**config.mk**
```make
export PLATFORM = sky130hd
export DESIGN_NAME = pipe_hazard_ctrl
export DESIGN_NICKNAME = d
export VERILOG_FILES = /design/src/rtl/pipe_hazard_ctrl_pkg.sv /design/src/rtl/hazard_src_match.sv /design/src/rtl/pipe_hazard_ctrl.sv
export SDC_FILE = /design/constraint.sdc
export NUM_CORES = 1
export LEC_CHECK = 0
export CORE_UTILIZATION = 50
export CTS_CLUSTER_SIZE = 28
export DETAILED_ROUTE_END_ITERATION = 12
export HOLD_SLACK_MARGIN = 0.06
export PLACE_DENSITY = 0.8
export SLEW_MARGIN = 15
export SYNTH_ARGS = -nofsm -noshare
export SYNTH_HDL_FRONTEND = slang
export SYNTH_HIERARCHICAL = 1
export SYNTH_SLANG_ARGS = --single-unit
```
**constraint.sdc**
```tcl
create_clock -name clk_i -period 3.6 [get_ports clk_i]
set_input_delay 0.72 -clock clk_i [delete_from_list [all_inputs] [get_ports clk_i]]
set_output_delay 0.72 -clock clk_i [all_outputs]
set_load 0.1 [all_outputs]
```
**src/rtl/pipe_hazard_ctrl_pkg.sv**
```systemverilog
// Shared types and constants for the pipeline hazard controller:
// scoreboard slot record, forward-select encoding and select-width helper.
package pipe_hazard_ctrl_pkg;

  // Slot fields are sized for the largest register file / load latency in use.
  localparam int SLOT_ADDR_W = 8;
  localparam int SLOT_RDY_W  = 4;

  typedef struct packed {
    logic                   valid;
    logic [SLOT_ADDR_W-1:0] rd;
    logic                   reg_write;
    logic [SLOT_RDY_W-1:0]  rdy;
  } slot_t;

  localparam int FWD_RF    = 0;
  localparam int FWD_EXMEM = 1;
  localparam int FWD_MEMWB = 2;

  function automatic int fwd_width(input int depth);
    return (depth > 1) ? $clog2(depth) : 1;
  endfunction

endpackage

```
**src/rtl/hazard_src_match.sv**
```systemverilog
// Scans the scoreboard for the youngest in-flight writer of one source
// register and reports whether it can be forwarded or must stall.
module hazard_src_match
  import pipe_hazard_ctrl_pkg::*;
#(
  parameter int ADDR_W = 5,
  parameter int DEPTH  = 3,
  parameter int FWD_W  = 2
) (
  input  slot_t             i_slots [1:DEPTH-1],
  input  logic [ADDR_W-1:0] i_src,
  input  logic              i_use,
  output logic              o_hit,
  output logic              o_hazard,
  output logic [FWD_W-1:0]  o_sel
);

  logic [DEPTH-1:1] w_match;

  generate
    for (genvar gi = 1; gi < DEPTH; gi++) begin : g_match
      assign w_match[gi] = i_slots[gi].valid && i_slots[gi].reg_write &&
                           (i_slots[gi].rd == SLOT_ADDR_W'(i_src));
    end
  endgenerate

  // Scan oldest to youngest so the smallest matching slot wins.
  always_comb begin
    o_hit    = 1'b0;
    o_hazard = 1'b0;
    o_sel    = '0;
    if (i_use && (i_src != '0)) begin
      for (int s = DEPTH - 1; s >= 1; s--) begin
        if (w_match[s]) begin
          o_hit    = 1'b1;
          o_sel    = FWD_W'(s);
          o_hazard = (SLOT_RDY_W'(s) < i_slots[s].rdy);
        end
      end
    end
  end

endmodule

```
**src/rtl/pipe_hazard_ctrl.sv**
```systemverilog
// Forwarding, load-use stall and branch-flush control driven by a
// shift-register scoreboard of in-flight instructions (EX..WB).
module pipe_hazard_ctrl
  import pipe_hazard_ctrl_pkg::*;
#(
  parameter int ADDR_W   = 5,
  parameter int DEPTH    = 3,
  parameter int LOAD_RDY = 2,
  parameter int BR_STAGE = 2,
  parameter int FWD_W    = fwd_width(DEPTH),
  parameter int CNT_W    = 16
) (
  input  logic              clk_i,
  input  logic              rst_i,
  input  logic              id_valid_i,
  input  logic [ADDR_W-1:0] id_rs_i,
  input  logic [ADDR_W-1:0] id_rt_i,
  input  logic              id_use_rs_i,
  input  logic              id_use_rt_i,
  input  logic [ADDR_W-1:0] id_rd_i,
  input  logic              id_reg_write_i,
  input  logic              id_is_load_i,
  input  logic              branch_taken_i,
  output logic              stall_o,
  output logic              flush_o,
  output logic [FWD_W-1:0]  fwd_a_o,
  output logic [FWD_W-1:0]  fwd_b_o,
  output logic [CNT_W-1:0]  stall_cnt_o
);

  // The WB slot is never consulted (the register file bypasses it), so only
  // slots 1..DEPTH-1 hold state; the WB entry is the one shifted out.
  localparam int LIVE = DEPTH - 1;

  slot_t             r_slots [1:LIVE];
  logic [FWD_W-1:0]  r_fwd_a;
  logic [FWD_W-1:0]  r_fwd_b;
  logic [CNT_W-1:0]  r_stall_cnt;

  slot_t             w_id_slot;
  logic              w_issue;
  logic              w_hit_rs, w_hit_rt;
  logic              w_haz_rs, w_haz_rt;
  logic [FWD_W-1:0]  w_sel_rs, w_sel_rt;

  hazard_src_match #(
    .ADDR_W (ADDR_W),
    .DEPTH  (DEPTH),
    .FWD_W  (FWD_W)
  ) u_match_rs (
    .i_slots  (r_slots),
    .i_src    (id_rs_i),
    .i_use    (id_use_rs_i),
    .o_hit    (w_hit_rs),
    .o_hazard (w_haz_rs),
    .o_sel    (w_sel_rs)
  );

  hazard_src_match #(
    .ADDR_W (ADDR_W),
    .DEPTH  (DEPTH),
    .FWD_W  (FWD_W)
  ) u_match_rt (
    .i_slots  (r_slots),
    .i_src    (id_rt_i),
    .i_use    (id_use_rt_i),
    .o_hit    (w_hit_rt),
    .o_hazard (w_haz_rt),
    .o_sel    (w_sel_rt)
  );

  assign flush_o = branch_taken_i;
  assign stall_o = id_valid_i & (w_haz_rs | w_haz_rt) & ~flush_o;
  assign w_issue = id_valid_i & ~stall_o & ~flush_o;

  always_comb begin
    w_id_slot = '0;
    if (w_issue) begin
      w_id_slot.valid     = 1'b1;
      w_id_slot.rd        = SLOT_ADDR_W'(id_rd_i);
      w_id_slot.reg_write = id_reg_write_i;
      w_id_slot.rdy       = id_is_load_i ? SLOT_RDY_W'(LOAD_RDY) : SLOT_RDY_W'(1);
    end
  end

  // Entries younger than the branch stage are wrong-path and die on flush.
  always_ff @(posedge clk_i or negedge rst_i) begin
    if (!rst_i) begin
      for (int s = 1; s <= LIVE; s++) begin
        r_slots[s] <= '0;
      end
    end else begin
      r_slots[1] <= w_id_slot;
      for (int s = LIVE; s >= 2; s--) begin
        r_slots[s] <= (flush_o && (s - 1 < BR_STAGE)) ? '0 : r_slots[s-1];
      end
    end
  end

  always_ff @(posedge clk_i or negedge rst_i) begin
    if (!rst_i) begin
      r_fwd_a <= '0;
      r_fwd_b <= '0;
    end else begin
      r_fwd_a <= (w_issue && w_hit_rs) ? w_sel_rs : '0;
      r_fwd_b <= (w_issue && w_hit_rt) ? w_sel_rt : '0;
    end
  end

  always_ff @(posedge clk_i or negedge rst_i) begin
    if (!rst_i) begin
      r_stall_cnt <= '0;
    end else if (stall_o && (r_stall_cnt != '1)) begin
      r_stall_cnt <= r_stall_cnt + 1'b1;
    end
  end

  assign fwd_a_o     = r_fwd_a;
  assign fwd_b_o     = r_fwd_b;
  assign stall_cnt_o = r_stall_cnt;

endmodule

```
======== After elaboration in Yosys (flattened, before gate mapping) ========
Cells that the tools add are included.
operators by class
  add/subtract/negate cells ............... 1
  magnitude comparators ................... 2
  eq/ne operators ......................... 5
  multiplexer cells ....................... 23
  bitwise logic cells ..................... 7
  reductions and logical operators ........ 13
operators by type and width
  kind                                               number
  equality test 8 x 5 -> 1 bit                       4
  two-way mux 14 bit                                 2
  two-way mux 2 bit                                  9
  adder 16 x 1 -> 16 bit, second input constant      1
  inequality test 16 bit, second input constant      1
  two-way mux 1 bit                                  12
  logical AND 1 bit                                  11
  nonzero test 5 bit                                 2
  bitwise AND 1 bit                                  4
  < comparator 1 x 4 -> 1 bit, first input constant  1
  < comparator 2 x 4 -> 1 bit, first input constant  1
  inverter 1 bit                                     2
  OR 1 bit                                           1
word-level totals
  register bits ........................... 48
  input port bits ......................... 23
  output and inout bits ................... 22
  logic and storage cells ................. 62

======== Depth between registers and ports, before layout ========
  word-level depth ........................ 13
  gate-level depth with buffers ........... 9

======== Cells and area by module ========
Netlist, hierarchy kept.
modules (own cells, without submodules)
  module            instances  cells each  area each (um2)  seq. area each (um2)
  pipe_hazard_ctrl  1          124         1569.0           950.9
  hazard_src_match  2          27          200.2            0.0

======== Worst setup path after synthesis ========
No wires, ideal clock.
  path kind ............................... input to output
  from .................................... input port id_rt_i[3]
  to ...................................... output port stall_o
  data arrival time ....................... 2.940 ns
  required time ........................... 2.880 ns
  slack ................................... -0.060 ns
  cell stages on the path ................. 8
  buffers on the path ..................... 1
  cells stage by stage .................... xor2_1 > or4_4 > or4_1 > o31ai_1 > nor2_1 > or2_0 > buf_2 > inv_1
on the way
  word-level cells in the longest chain between the ends .. 8
  elaborated cells on any way between the ends .. 12
RTL lines
  item                              line                    RTL
  start: declaration                pipe_hazard_ctrl.sv:17  input logic [ADDR_W-1:0] id_rt_i,
  equality test 8 x 5 -> 1 bit      hazard_src_match.sv:23  (i_slots[gi].rd == SLOT_ADDR_W'(i_src));
  logical AND 1 bit                 hazard_src_match.sv:22  assign w_match[gi] = i_slots[gi].valid && i_slots[gi].reg_write &&
  two-way mux 1 bit (2 in a row)    hazard_src_match.sv:34  if (w_match[s]) begin
  two-way mux 1 bit *               hazard_src_match.sv:32  if (i_use && (i_src != '0)) begin
  named net w_haz_rt                pipe_hazard_ctrl.sv:43  logic w_haz_rs, w_haz_rt;
  OR 1 bit *                        pipe_hazard_ctrl.sv:73  assign stall_o = id_valid_i & (w_haz_rs | w_haz_rt) & ~flush_o;
  bitwise AND 1 bit * (2 in a row)  pipe_hazard_ctrl.sv:73
  end: declaration                  pipe_hazard_ctrl.sv:24  output logic stall_o,
Mark *: on every way through the listed nets, which the timed path passes. The rest lies on a longest branch.

======== Worst setup path in the final report ========
  from .................................... input port id_rs_i[2]
  to ...................................... output port stall_o
on the way
  word-level cells in the longest chain between the ends .. 8
  elaborated cells on any way between the ends .. 12
RTL lines
  item                              line                    RTL
  start: declaration                pipe_hazard_ctrl.sv:16  input logic [ADDR_W-1:0] id_rs_i,
  equality test 8 x 5 -> 1 bit      hazard_src_match.sv:23
  logical AND 1 bit                 hazard_src_match.sv:22
  two-way mux 1 bit (2 in a row)    hazard_src_match.sv:34
  two-way mux 1 bit *               hazard_src_match.sv:32
  named net w_haz_rs                pipe_hazard_ctrl.sv:43
  OR 1 bit *                        pipe_hazard_ctrl.sv:73
  bitwise AND 1 bit * (2 in a row)  pipe_hazard_ctrl.sv:73
Marks and branches as above.

==> summary.md <==
| Metric | Value |
|---|---|
| Detailed router's first-iteration violation count | 96 |
| Worst setup margin | 0.0708 ns |
| Share of the synthesized area in the top cell type | 48.3% |
| Max_slew headroom | 30.4% |
| Pleak | 1.31 nW |
| Sequential area share after synthesis | 48.3% |
| Crit path kind | input port to output port |
| Num CTS Buffers | 5 |
| Mean Syn Cell Area | 11.1 um2 |
| Setup Viol. Count Final | 0 |
| EDFF count, synth | 0 |
| Worst path max stage delay | 0.54 ns |
| CTS clk-pin slew, worst paths | 0.08 ns |
| Area delta synth->final | 45.0% |
| I/O Pins | 45 |
| Die H | 64.8 um |
| Clk_lat worst skew | 0.29 ns |
| Final Hold Viols | 0 |
| Max Freq | 283 MHz |
| Logic depth of the worst register-to-register path | 8 |
| DR WL/cell | 13.7 um |
| Dominant cells by area after synthesis | dfrtp_1 48%, xnor2_1 11%, nand4_1 4.4% |
| First drt pass iteration count | 4 |
| Dpl cell area | 2700 um2 |
| Clk_skew | 0.00795 ns |
| Layout cells sized above 1 | 20.4% |
| Slew @ Worst Pin | 1.04 ns |
| Tmin final | 3.53 ns |
| Placer Congestion | 0.853 |
| Rows | 22 |
| Hold Crit Class | register to register |
| Die width | 64.8 um |
| Yosys reg bits | 38 |
| Antenna violations before repair | 0 |
| Leading area contributor after synthesis | dfrtp_1 |
| Mapped Area | 1970 um2 |
| ANT nets after route | 0 |
| Synth cell types | 42 |
| Vias in the first global route | 1568 |
| Status | finished, final reports clean |
| Ant diodes | 0 |
| Drt total wl | 4350 um |
| First-pass GRT wire length | 7220 um |
| GRT overflow | 0 |
| Post-Synthesis Cells | 178 |
| Worst Path Max Fanout | 2 |
| WP buf/inv | 4 |
| Asr flop ratio synth | 100% |
| Dpl ws | -0.152 ns |
| Critical path endpoint category | output port |
| Critical Path RT | 2.88 ns |
| Worst path cell trace | clkdlybuf4s50_1, buf_4, xnor2_1, nand4_1, or4_4, o31ai_4, nor2_1, or2_4, clkinvlp_4, buf_12 |
| Dpl cells | 308 |
| Worst vdd ir | 223 uV |
| Crit path depth | 10 |
| Final Cycle Share | 98.0% |
| Fin. max-slew vios | 0 |
| Tot GR Track Use | 23.0% |
| CP top delay family | simple AND/OR/NAND/NOR gates |
| Clock Tree Root | clkbuf_8 |
| DP HPWL | 3220 um |
| CTS Sinks | 38 |
| Max Cap Viol | 0 |
| Critical path launch point type | input port |
| Hold Path Stages | 1 |
| Final cell count without fillers | 317 |
| Dominant synthesized flop cell | dfrtp_1 |
| PortBufs | 44 |
| Hold-fix buffers, CTS | 0 |
| Starting Density | 53.0% |
| Final Cell Area | 2860 um2 |
| DRC | 0 |
| Synth warn | 6 |
| TritonCTS clock tree | yes |
| Slowest cell on crit path | or4_4 |
| Worst path arrival time | 2.81 ns |
| Vias/cell | 5.14 |
| DIE AREA | 4190 um2 |
| Via count | 1628 |
| Post-layout util | 76.9% |
| NumNets Final | 292 |
| Core area | 3720 um2 |
| H-tree Lvls | 2 |
| Max clock buf depth | 2 |
| Largest net degree at the start of global routing | 39 |
| Power per cell area | 291 nW/um2 |
worst paths after layout:
path | to | slack, ns | startpoint
setup / recovery | stall_o | 0.07 | id_rs_i[2]
hold / removal | r_slots[0]$_DFF_PN0_ | 0.47 | r_slots[14]$_DFF_PN0_
setup reg to reg | fwd_a_o[1]$_DFF_PN0_ | 0.77 | r_slots[22]$_DFF_PN0_
hold reg to reg | r_slots[0]$_DFF_PN0_ | 0.47 | r_slots[14]$_DFF_PN0_
max in group asynchronous | r_slots[6]$_DFF_PN0_ | 2.57 | rst_i
min in group asynchronous | r_slots[0]$_DFF_PN0_ | 0.52 | rst_i
sequential cells by signal, summed over array words and instances, names as in the netlist:
name,flops
r_slots,18
fwd_b_o,2
stall_cnt_o,16
fwd_a_o,2
cell type report:
class	instances	area [um2]
Fill cell	256	860
Sequential cell	38	951
Tap cell	48	60.1
Multi-Input combinational cell	155	1130
Clock buffer	6	82.6
Inverter	1	7.51
Clock inverter	2	12.5
Timing Repair Buffer	67	616
power by group:
part           switching (mW)  internal, mW
combinational          0.0426        0.0473
sequential            0.00628         0.433
clock                   0.147         0.154
total                   0.196         0.634
cell usage after synthesis (3+ instances only):
library cell	count
and2b_1	8
nand3_1	4
nand4_1	14
or4_1	4
nand2b_1	4
xor2_1	6
nand4b_1	3
a21oi_1	4
and2_1	8
xnor2_1	24
and3_1	9
nor3_1	7
nor2_1	7
nor3b_1	3
dfrtp_1	38
logic make-up (layout without fill, tap and decap cells):
family	after synthesis	after routing	synth area share [%]
AOI/OAI and AO/OA	11	11	3.37
xor gates and xnor gates	30	30	13.3
adders and majority gates	1	1	0.635
buffers and inverters	4	76	1.02
DFF	38	38	48.3
muxes	3	3	1.91
other	1	20	0.190
and+or+nand+nor	90	90	31.3
layer usage:
metal | track usage (%) | up-vias | part of all wire (%) | wire length [um]
met1 | 30.4 | 786 | 46 | 2000
met4 | 6.11 | 0 | 0.62 | 27
met5 | 0 | - | 0 | 0
met2 | 37.6 | 34 | 50 | 2190
met3 | 5.28 | 2 | 3.2 | 139
li1 | - | 806 | - | -
metrics by stage:
step	power (mW)	setup TNS [ns]	hold slack, ns
after floorplan	0.482	0	0.424
after global placement	0.534	-0.133	0.449
after detailed placement	0.536	-0.152	0.455
after CTS	0.835	0	0.472
after global routing	0.866	-0.0140	0.495
final	0.830	0	0.469
repair_timing:
action / in CTS / in global routing
setup endpoints to repair: 1 / 1
gates resized for setup: 7 / 13
pin swaps: 2 / 7
endpoints found under the hold margin: 0 / 0
gates cloned: 0 / 0
setup buffers: 1 / 0
layout by cell type, fill, tap and decap left out, types with 3 or more instances in the layout:
master	n
a21oi_1	4
xor2_1	6
nand4b_1	3
nand3_1	4
and2_1	8
clkdlybuf4s50_1	35
conb_1	20
or4_4	4
buf_4	24
dlygate4sd2_1	4
and2b_1	8
dfrtp_1	38
clkbuf_8	6
nand2b_1	4
nor2_1	6
nor3_1	7
nand4_1	14
and3_1	9
xnor2_1	23
nor3b_1	3
Power figures use the tool's default switching activity.
